$ cat config.mk
export PLATFORM = sky130hd
export DESIGN_NAME = ddr3_cmd_arbiter
export DESIGN_NICKNAME = d
export VERILOG_FILES = /design/src/rtl/ddr3_cmd_arbiter_pkg.sv /design/src/rtl/ddr3_cmd_arbiter.sv
export SDC_FILE = /design/constraint.sdc
export NUM_CORES = 1
export LEC_CHECK = 0
export CORE_AREA = 5 5 251 253
export CTS_BUF_LIST = sky130_fd_sc_hd__clkbuf_4 sky130_fd_sc_hd__clkbuf_8
export CTS_CLUSTER_DIAMETER = 120
export DETAILED_ROUTE_END_ITERATION = 6
export DIE_AREA = 0 0 256 258
export PLACE_DENSITY_LB_ADDON = 0.2
export SLEW_MARGIN = 30
export SYNTH_ARGS = -nofsm -noshare
export SYNTH_HDL_FRONTEND = slang
export SYNTH_SLANG_ARGS = --single-unit
export TNS_END_PERCENT = 30
$ cat constraint.sdc
create_clock -name video_clk -period 1.7 [get_ports video_clk]
set_clock_uncertainty 0.15 [all_clocks]
set_input_delay 0.34 -clock video_clk [delete_from_list [all_inputs] [get_ports video_clk]]
set_output_delay 0.34 -clock video_clk [all_outputs]
set_load 0.01 [all_outputs]
$ cat src/rtl/ddr3_cmd_arbiter_pkg.sv
// Shared definitions for the DDR3 command arbiter: command codes, FSM states, default widths.
// No logic here; imported by the arbiter and its bench.
// Backpressure behaviour is defined in the arbiter itself.
package ddr3_cmd_arbiter_pkg;

    localparam int DEF_ADDR_WIDTH = 28;
    localparam int DEF_DATA_WIDTH = 128;
    localparam int DEF_RD_TIMEOUT = 1023;
    localparam int LEN_W          = 6;

    localparam logic [2:0] CMD_WR = 3'd0;
    localparam logic [2:0] CMD_RD = 3'd1;

    typedef enum logic [2:0] {
        S_IDLE    = 3'd0,
        S_WR_CMD  = 3'd1,
        S_WR_DATA = 3'd2,
        S_RD_CMD  = 3'd3,
        S_RD_DATA = 3'd4
    } state_t;

endpackage

$ cat src/rtl/ddr3_cmd_arbiter.sv
// Arbitrates one write and one read requester onto a DDR3 app command/data port, one burst at a time.
// Latency: command 1 cycle after request; write beats pass through combinationally; read beats +1 cycle.
// Backpressure: cmd_en held until cmd_ready; write beats follow wr_data_rdy; reads guarded by a watchdog.
module ddr3_cmd_arbiter
    import ddr3_cmd_arbiter_pkg::*;
#(
    parameter int ADDR_WIDTH = DEF_ADDR_WIDTH,
    parameter int DATA_WIDTH = DEF_DATA_WIDTH,
    parameter int RD_TIMEOUT = DEF_RD_TIMEOUT
) (
    input  logic                    video_clk,
    input  logic                    rst_n,
    input  logic                    init_calib_complete,
    input  logic                    wr_req,
    input  logic [ADDR_WIDTH-1:0]   wr_addr,
    input  logic [5:0]              wr_len,
    output logic                    wr_gnt,
    output logic                    wr_pop,
    input  logic [DATA_WIDTH-1:0]   wr_din,
    output logic                    wr_done,
    input  logic                    rd_req,
    input  logic [ADDR_WIDTH-1:0]   rd_addr,
    input  logic [5:0]              rd_len,
    input  logic                    rd_urgent,
    output logic                    rd_gnt,
    output logic [DATA_WIDTH-1:0]   rd_dout,
    output logic                    rd_dvalid,
    output logic                    rd_done,
    output logic                    rd_err,
    input  logic                    cmd_ready,
    output logic [2:0]              cmd,
    output logic                    cmd_en,
    output logic [5:0]              app_burst_number,
    output logic [ADDR_WIDTH-1:0]   addr,
    input  logic                    wr_data_rdy,
    output logic                    wr_data_en,
    output logic                    wr_data_end,
    output logic [DATA_WIDTH-1:0]   wr_data,
    output logic [DATA_WIDTH/8-1:0] wr_data_mask,
    input  logic                    rd_data_valid,
    input  logic                    rd_data_end,
    input  logic [DATA_WIDTH-1:0]   rd_data
);

    localparam int WD_W = $clog2(RD_TIMEOUT + 1);

    state_t                  r_state;
    logic [ADDR_WIDTH-1:0]   r_addr;
    logic [LEN_W-1:0]        r_len;
    logic [2:0]              r_cmd;
    logic                    r_last_rd;   // 1: read was served last, so a write wins the next tie
    logic [LEN_W-1:0]        r_beat;
    logic [WD_W-1:0]         r_wdog;
    logic                    r_rd_last;   // final read beat seen, draining its registered copy
    logic                    r_wr_done;
    logic                    r_rd_done;
    logic                    r_rd_err;
    logic                    r_rd_dvalid;
    logic [DATA_WIDTH-1:0]   r_rd_dout;

    logic                    w_in_cmd;
    logic                    w_wr_beat;
    logic                    w_rd_beat;
    logic                    w_wd_expired;
    logic                    w_unused;

    // The end marker only mirrors the beat count we already track.
    assign w_unused     = rd_data_end;

    assign w_in_cmd     = (r_state == S_WR_CMD) || (r_state == S_RD_CMD);
    assign w_wr_beat    = (r_state == S_WR_DATA) && wr_data_rdy;
    assign w_rd_beat    = (r_state == S_RD_DATA) && !r_rd_last && rd_data_valid;
    assign w_wd_expired = (r_state == S_RD_DATA) && !r_rd_last && !rd_data_valid
                          && (r_wdog == WD_W'(RD_TIMEOUT));

    assign cmd_en           = w_in_cmd;
    assign cmd              = r_cmd;
    assign addr             = r_addr;
    assign app_burst_number = r_len;
    assign wr_gnt           = (r_state == S_WR_CMD) && cmd_ready;
    assign rd_gnt           = (r_state == S_RD_CMD) && cmd_ready;

    assign wr_data_en   = w_wr_beat;
    assign wr_pop       = w_wr_beat;
    assign wr_data_end  = w_wr_beat && (r_beat == r_len);
    assign wr_data      = wr_din;
    assign wr_data_mask = '0;

    assign wr_done   = r_wr_done;
    assign rd_done   = r_rd_done;
    assign rd_err    = r_rd_err;
    assign rd_dvalid = r_rd_dvalid;
    assign rd_dout   = r_rd_dout;

    // Burst FSM: arbitration, command latch, beat counting, read watchdog and registered pulses.
    always_ff @(posedge video_clk or negedge rst_n) begin
        if (!rst_n) begin
            r_state     <= S_IDLE;
            r_addr      <= '0;
            r_len       <= '0;
            r_cmd       <= CMD_WR;
            r_last_rd   <= 1'b1;
            r_beat      <= '0;
            r_wdog      <= '0;
            r_rd_last   <= 1'b0;
            r_wr_done   <= 1'b0;
            r_rd_done   <= 1'b0;
            r_rd_err    <= 1'b0;
            r_rd_dvalid <= 1'b0;
            r_rd_dout   <= '0;
        end else begin
            r_wr_done   <= 1'b0;
            r_rd_done   <= 1'b0;
            r_rd_dvalid <= w_rd_beat;
            if (w_rd_beat) begin
                r_rd_dout <= rd_data;
            end

            case (r_state)
                S_IDLE: begin
                    r_beat    <= '0;
                    r_wdog    <= '0;
                    r_rd_last <= 1'b0;
                    if (init_calib_complete) begin
                        // Urgent read first, then round-robin on a tie, else whoever asks.
                        if (rd_req && (rd_urgent || !wr_req || !r_last_rd)) begin
                            r_addr  <= rd_addr;
                            r_len   <= rd_len;
                            r_cmd   <= CMD_RD;
                            r_state <= S_RD_CMD;
                        end else if (wr_req) begin
                            r_addr  <= wr_addr;
                            r_len   <= wr_len;
                            r_cmd   <= CMD_WR;
                            r_state <= S_WR_CMD;
                        end
                    end
                end
                S_WR_CMD: begin
                    if (cmd_ready) begin
                        r_last_rd <= 1'b0;
                        r_state   <= S_WR_DATA;
                    end
                end
                S_RD_CMD: begin
                    if (cmd_ready) begin
                        r_last_rd <= 1'b1;
                        r_state   <= S_RD_DATA;
                    end
                end
                S_WR_DATA: begin
                    if (w_wr_beat) begin
                        if (r_beat == r_len) begin
                            r_wr_done <= 1'b1;
                            r_state   <= S_IDLE;
                        end else begin
                            r_beat <= r_beat + 6'd1;
                        end
                    end
                end
                S_RD_DATA: begin
                    if (r_rd_last) begin
                        // Final rd_dvalid is on the output now; done follows it.
                        r_rd_done <= 1'b1;
                        r_state   <= S_IDLE;
                    end else if (w_rd_beat) begin
                        r_wdog <= '0;
                        if (r_beat == r_len) begin
                            r_rd_last <= 1'b1;
                        end else begin
                            r_beat <= r_beat + 6'd1;
                        end
                    end else if (w_wd_expired) begin
                        r_rd_err  <= 1'b1;
                        r_rd_done <= 1'b1;
                        r_state   <= S_IDLE;
                    end else begin
                        r_wdog <= r_wdog + WD_W'(1);
                    end
                end
                default: begin
                    r_state <= S_IDLE;
                end
            endcase
        end
    end

endmodule

* Yosys cells after proc, flatten, opt, wreduce, memory -nomap -nowiden
Cells that the tools add are included.
Operators by class: equal/unequal tests 17, reductions and logical operators 27, add/sub/neg operators 2, multiplexer cells 39, bitwise gates (word level) 2
Operator list (count):
- 28-bit 2-to-1 mux | 2
- 3-bit 2-to-1 mux | 12
- 6-bit 2-to-1 mux | 6
- 10-bit 2-to-1 mux | 3
- 10-bit one-hot mux with 2 select lines | 1
- 6-bit one-hot mux with 3 select lines | 1
- 3-bit one-hot mux with 5 select lines | 1
- 2-bit != test, second input constant | 6
- 3-bit != test, second input constant | 4
- 1-bit 2-to-1 mux | 11
- 10-bit by 1-bit adder with 10-bit output, second input constant | 1
- 10-bit equality test, second input constant | 1
- 1-bit logical AND | 9
- 3-bit AND reduction | 3
- 4-bit AND reduction | 2
- 8-bit AND reduction | 1
- 6-bit by 1-bit adder with 6-bit output, second input constant | 1
- 3-bit by 2-bit equality test with 1-bit output, second input constant | 2
- 6-bit equality test | 1
- 2-bit nonzero test | 3
- 1-bit zero test | 4
- 1-bit one-hot mux with 2 select lines | 2
- 3-bit by 1-bit equality test with 1-bit output, second input constant | 1
- 3-bit equality test, second input constant | 1
- other kinds (5) | 8
Word-level totals: flip-flop bits (word level) 190, word-level logic and storage cells 100, input bits 334

* Logic depth before layout (Yosys ltp)
word-level depth 8, gate-level depth with buffers 8, mapped depth without buffers 6

* Worst setup path after synthesis
OpenSTA, ideal clock, no wires.
kind flip-flop to flip-flop, start point register r_wdog[0], end point register r_wdog[8], path buffers 1, path slack -0.134 ns, period minus slack after synthesis 1.834 ns, arrival 1.592 ns, cell stages (with the launch flop) 8, cells stage by stage dfrtp_1 -> ha_1 -> nand4b_1 -> nor3_1 -> or3_1 -> buf_2 -> nand2b_1 -> o31ai_2
Between the ends: word-level cells in the longest chain between the ends 5, elaborated cells on any way between the ends 9
Ends and longest elaborated chain:
- start, declared | RTL line ddr3_cmd_arbiter.sv:53 | logic [WD_W-1:0] r_wdog;
- start signal, assigned | RTL line ddr3_cmd_arbiter.sv:178 | r_wdog <= r_wdog + WD_W'(1);
- 10-bit by 1-bit adder with 10-bit output | RTL line ddr3_cmd_arbiter.sv:178
- 10-bit 2-to-1 mux | RTL line ddr3_cmd_arbiter.sv:173 | end else if (w_wd_expired) begin
- 10-bit 2-to-1 mux | RTL line ddr3_cmd_arbiter.sv:166 | end else if (w_rd_beat) begin
- 10-bit 2-to-1 mux | RTL line ddr3_cmd_arbiter.sv:162 | if (r_rd_last) begin
- 10-bit one-hot mux with 2 select lines | RTL line ddr3_cmd_arbiter.sv:119 | case (r_state)
Several ways; a longest one is shown, not always the timed one. The select of a mux whose other input is x is not followed. A chain may end at the register's enable or synchronous reset.

* Final worst setup path
start point register r_beat[4], end point output port wr_data_end
Between the ends: word-level cells in the longest chain between the ends 2
Ends and longest elaborated chain:
- start, declared | RTL line ddr3_cmd_arbiter.sv:52 | logic [LEN_W-1:0] r_beat;
- start signal, assigned | RTL line ddr3_cmd_arbiter.sv:157 | r_beat <= r_beat + 6'd1;
- start signal, assigned | RTL line ddr3_cmd_arbiter.sv:171 | r_beat <= r_beat + 6'd1;
- 6-bit equality test | RTL line ddr3_cmd_arbiter.sv:85 | assign wr_data_end = w_wr_beat && (r_beat == r_len);
- 1-bit logical AND | RTL line ddr3_cmd_arbiter.sv:85
- end, declared | RTL line ddr3_cmd_arbiter.sv:37 | output logic wr_data_end,
No other way between the ends.

==> results.json <==
{
  "fin_nets": 1730,
  "synth_xor_area_share_pct": 0.788,
  "clock_latency_ns": 0.53,
  "crit_chain": "xnor2_2, nand4_1, nor3_2, and2_1, buf_2",
  "instances_no_fill": 2197,
  "io_pins": 653,
  "cts_buffers": 17,
  "setup_slack_ns": -0.578,
  "die_y_um": 258,
  "ys_seq_area_share_pct": 52.9,
  "synthTopCellsByArea": "dfrtp_1, nand2_1, buf_4, mux2i_1, o21ai_0",
  "dpl-instance-area_mm2": 0.0136,
  "synth_cell_type_count": 46,
  "clockPowerShare_pct": 16.8,
  "syn_inst": 992,
  "yosysTopAreaCellShare_pct": 52.6,
  "final-hold-violation-count": 0,
  "antenna_found_initial": 1,
  "die_width_um": 256,
  "synthMuxAreaShare_pct": 3.83,
  "cp_top_family": "simple AND/OR/NAND/NOR gates",
  "cts.sinks": 188,
  "drc": 0,
  "status": "finished with violations",
  "synth_area_leader_cell": "dfrtp_1",
  "cp.arrival_ns": 1.79,
  "cts-root-buf": "clkbuf_8",
  "slowest_stage": "dfrtp_2",
  "drive_gt1_share_pct": 38.4,
  "synth_top_cells_by_count": "nand2_1, dfrtp_1, buf_4",
  "final_area_mm2": 0.0149,
  "first_iter_violations": 265,
  "combPwrFrac_pct": 46.0,
  "synth_top_family_by_area": "simple AND/OR/NAND/NOR gates",
  "rows": 91,
  "async_flop_share_pct": 100,
  "grt_max_degree": 72,
  "min_path_type": "primary input to flip-flop",
  "finalCriticalPeriod_ns": 2.28,
  "seqPwrFrac_pct": 37.2,
  "n_antenna_cell": 0,
  "crit_type": "flip-flop to output pin",
  "p_int_mw": 12.7,
  "syn_area_mm2": 0.00889,
  "yosys.area_share.simple_pct": 21.8,
  "synth_seq_cells": 188,
  "avgSynthCellArea_um2": 8.96,
  "crit_fanout": 4,
  "area_delta_synth_final_pct": 67.5,
  "synth_compound_area_share_pct": 5.36,
  "rsz0062_at_grt": "true",
  "setup_violations": 190,
  "ant_nets": 0,
  "core_mm2": 0.0608,
  "swShare_pct": 37.3,
  "fillers": 6678,
  "cts_buffer_depth": 2,
  "synthAdderAreaFrac_pct": 0.282,
  "irDropWorstVdd_uv": 484,
  "synth.most_common_cell": "nand2_1",
  "cp_num_buf_inv": 1,
  "maxSlewViolCount": 0,
  "finalWirelength_um": 33700,
  "utilization_pct": 24.5,
  "initial_core_util_pct": 14.6,
  "grt_pass1_wl_um": 49200,
  "fmax_mhz": 439,
  "viasPerCell": 3.53,
  "cts_tree": "done",
  "switching_power_mw": 7.57,
  "grt_usage_pct": 9.62,
  "drv_cap": 0,
  "wire_per_inst_um": 15.3,
  "endpoint_kind": "output pin",
  "synth-main-ff-cell": "dfrtp_1",
  "p_leak_nw": 7.63,
  "port_buffers": 377,
  "hpwlAfterDp_um": 23800,
  "p_per_area_mw_per_mm2": 1360,
  "firstDrtPassIters": 4,
  "crit_required_ns": 1.21,
  "startpoint_type": "flip-flop",
  "dpl.cell_count": 2104,
  "finalSetupTns_ns": -53.45,
  "die_area_mm2": 0.0660,
  "gp_congestion": 0.740,
  "min_period_over_period_pct": 134,
  "routed-via-count": 7759,
  "cts.clk_slew.worst_paths_ns": 0.11,
  "cpPeakStageDelay_ns": 0.46,
  "violations": "setup timing",
  "grt.overflow.total": 0,
  "p_total_mw": 20.3,
  "ctsHtreeMaxLevel": 4,
  "synth_warnings": 0,
  "synth_edf_count": 0,
  "grt_pass1_vias": 8084
}
==> placed cells by master (no fill, tap or decap), types with 19 or more instances in the layout <==
master,count
buf_4,96
mux2i_1,33
nand2_1,315
clkbuf_8,20
buf_2,146
nand2_2,82
o21ai_0,29
buf_6,63
nand2_4,34
o21ai_1,19
clkdlybuf4s50_1,203
dfrtp_1,183
==> layout make-up <==
type	instances	area [µm²]	share of cell area, %
timing repair buffer	555	5130	34.4
clock buffer	21	277	1.86
clock inverter	11	154	1.03
tap	790	988	6.64
sequential	188	4710	31.6
multi-input combinational	624	3580	24.1
inverter	8	45.0	0.303
==> logic make-up (layout without fill, tap and decap cells) <==
kind of cell,count (synthesis),after routing
simple gates,483,483
buf+inv,197,595
flops,188,188
compound gates,79,79
mux,34,34
xor+xnor,8,8
fa+ha+maj,2,2
other cells,1,18
==> what timing repair did <==
action	in CTS	in global routing
hold endpoints to repair	168	0
setup endpoints to repair	355	204
pin swaps	30	119
gates cloned	0	11
gates resized for setup	788	218
hold buffers	4	0
setup buffers	34	24
==> metal layers <==
metal	global-route usage, %	share of wire (%)	vias to the layer above
met5	0	0.039	-
met3	4.81	8.3	58
met1	11.2	41	3610
met2	15.3	48	315
met4	3.72	2.6	2
li1	-	-	3774
==> registers in the layout, summed over array words and instances (netlist names) <==
name and flops:
addr 28, app_burst_number 6, cmd 1, r_beat 6, r_last_rd 1, r_rd_last 1, r_state 3, r_wdog 10
rd_done 1, rd_dout 128, rd_dvalid 1, rd_err 1, wr_done 1
==> power groups by stage <==
stage | registers (mW) | clock network (mW) | logic [mW]
after floorplan | 8.40 | 0 | 2.73
after detailed placement | 7.54 | 0 | 9.48
after CTS | 7.45 | 3.72 | 8.79
after global routing | 7.81 | 3.84 | 10.3
final | 7.54 | 3.42 | 9.33
after global placement | 7.52 | 0 | 9.47
==> stage by stage <==
| stage | hold slack (ns) | setup WS (ns) |
|---|---|---|
| 6_report | 0.164 | -0.578 |
| 5_1_grt | 0.0720 | -0.778 |
| 4_1_cts | 0.0462 | -0.767 |
| 3_5_place_dp | 0.110 | -0.632 |
| 3_3_place_gp | 0.114 | -0.610 |
| 2_1_floorplan | -0.106 | -0.0844 |
==> worst min-delay path: stages <==
cell	delay, ns
clkdlybuf4s50_1	0.40
nand2_1	0.05
nand2_1	0.04
==> worst paths after layout <==
kind / from / end / slack [ns] / cells past startpoint
setup / recovery: r_beat[4]$_DFFE_PN0P_ / wr_data_end / -0.58 / 5
hold / removal: rd_data[26] / rd_dout[26]$_DFFE_PN0P_ / 0.16 / 3
setup reg to reg: r_state[0]$_DFFE_PN0P_ / r_beat[4]$_DFFE_PN0P_ / -0.48 / 8
hold reg to reg: rd_dout[74]$_DFFE_PN0P_ / rd_dout[74]$_DFFE_PN0P_ / 0.32 / 2
max in group asynchronous: rst_n / r_state[1]$_DFFE_PN0P_ / 0.18 / 3
min in group asynchronous: rst_n / r_last_rd$_DFFE_PN1P_ / 0.27 / 2
(Power assumes the default switching activity.)
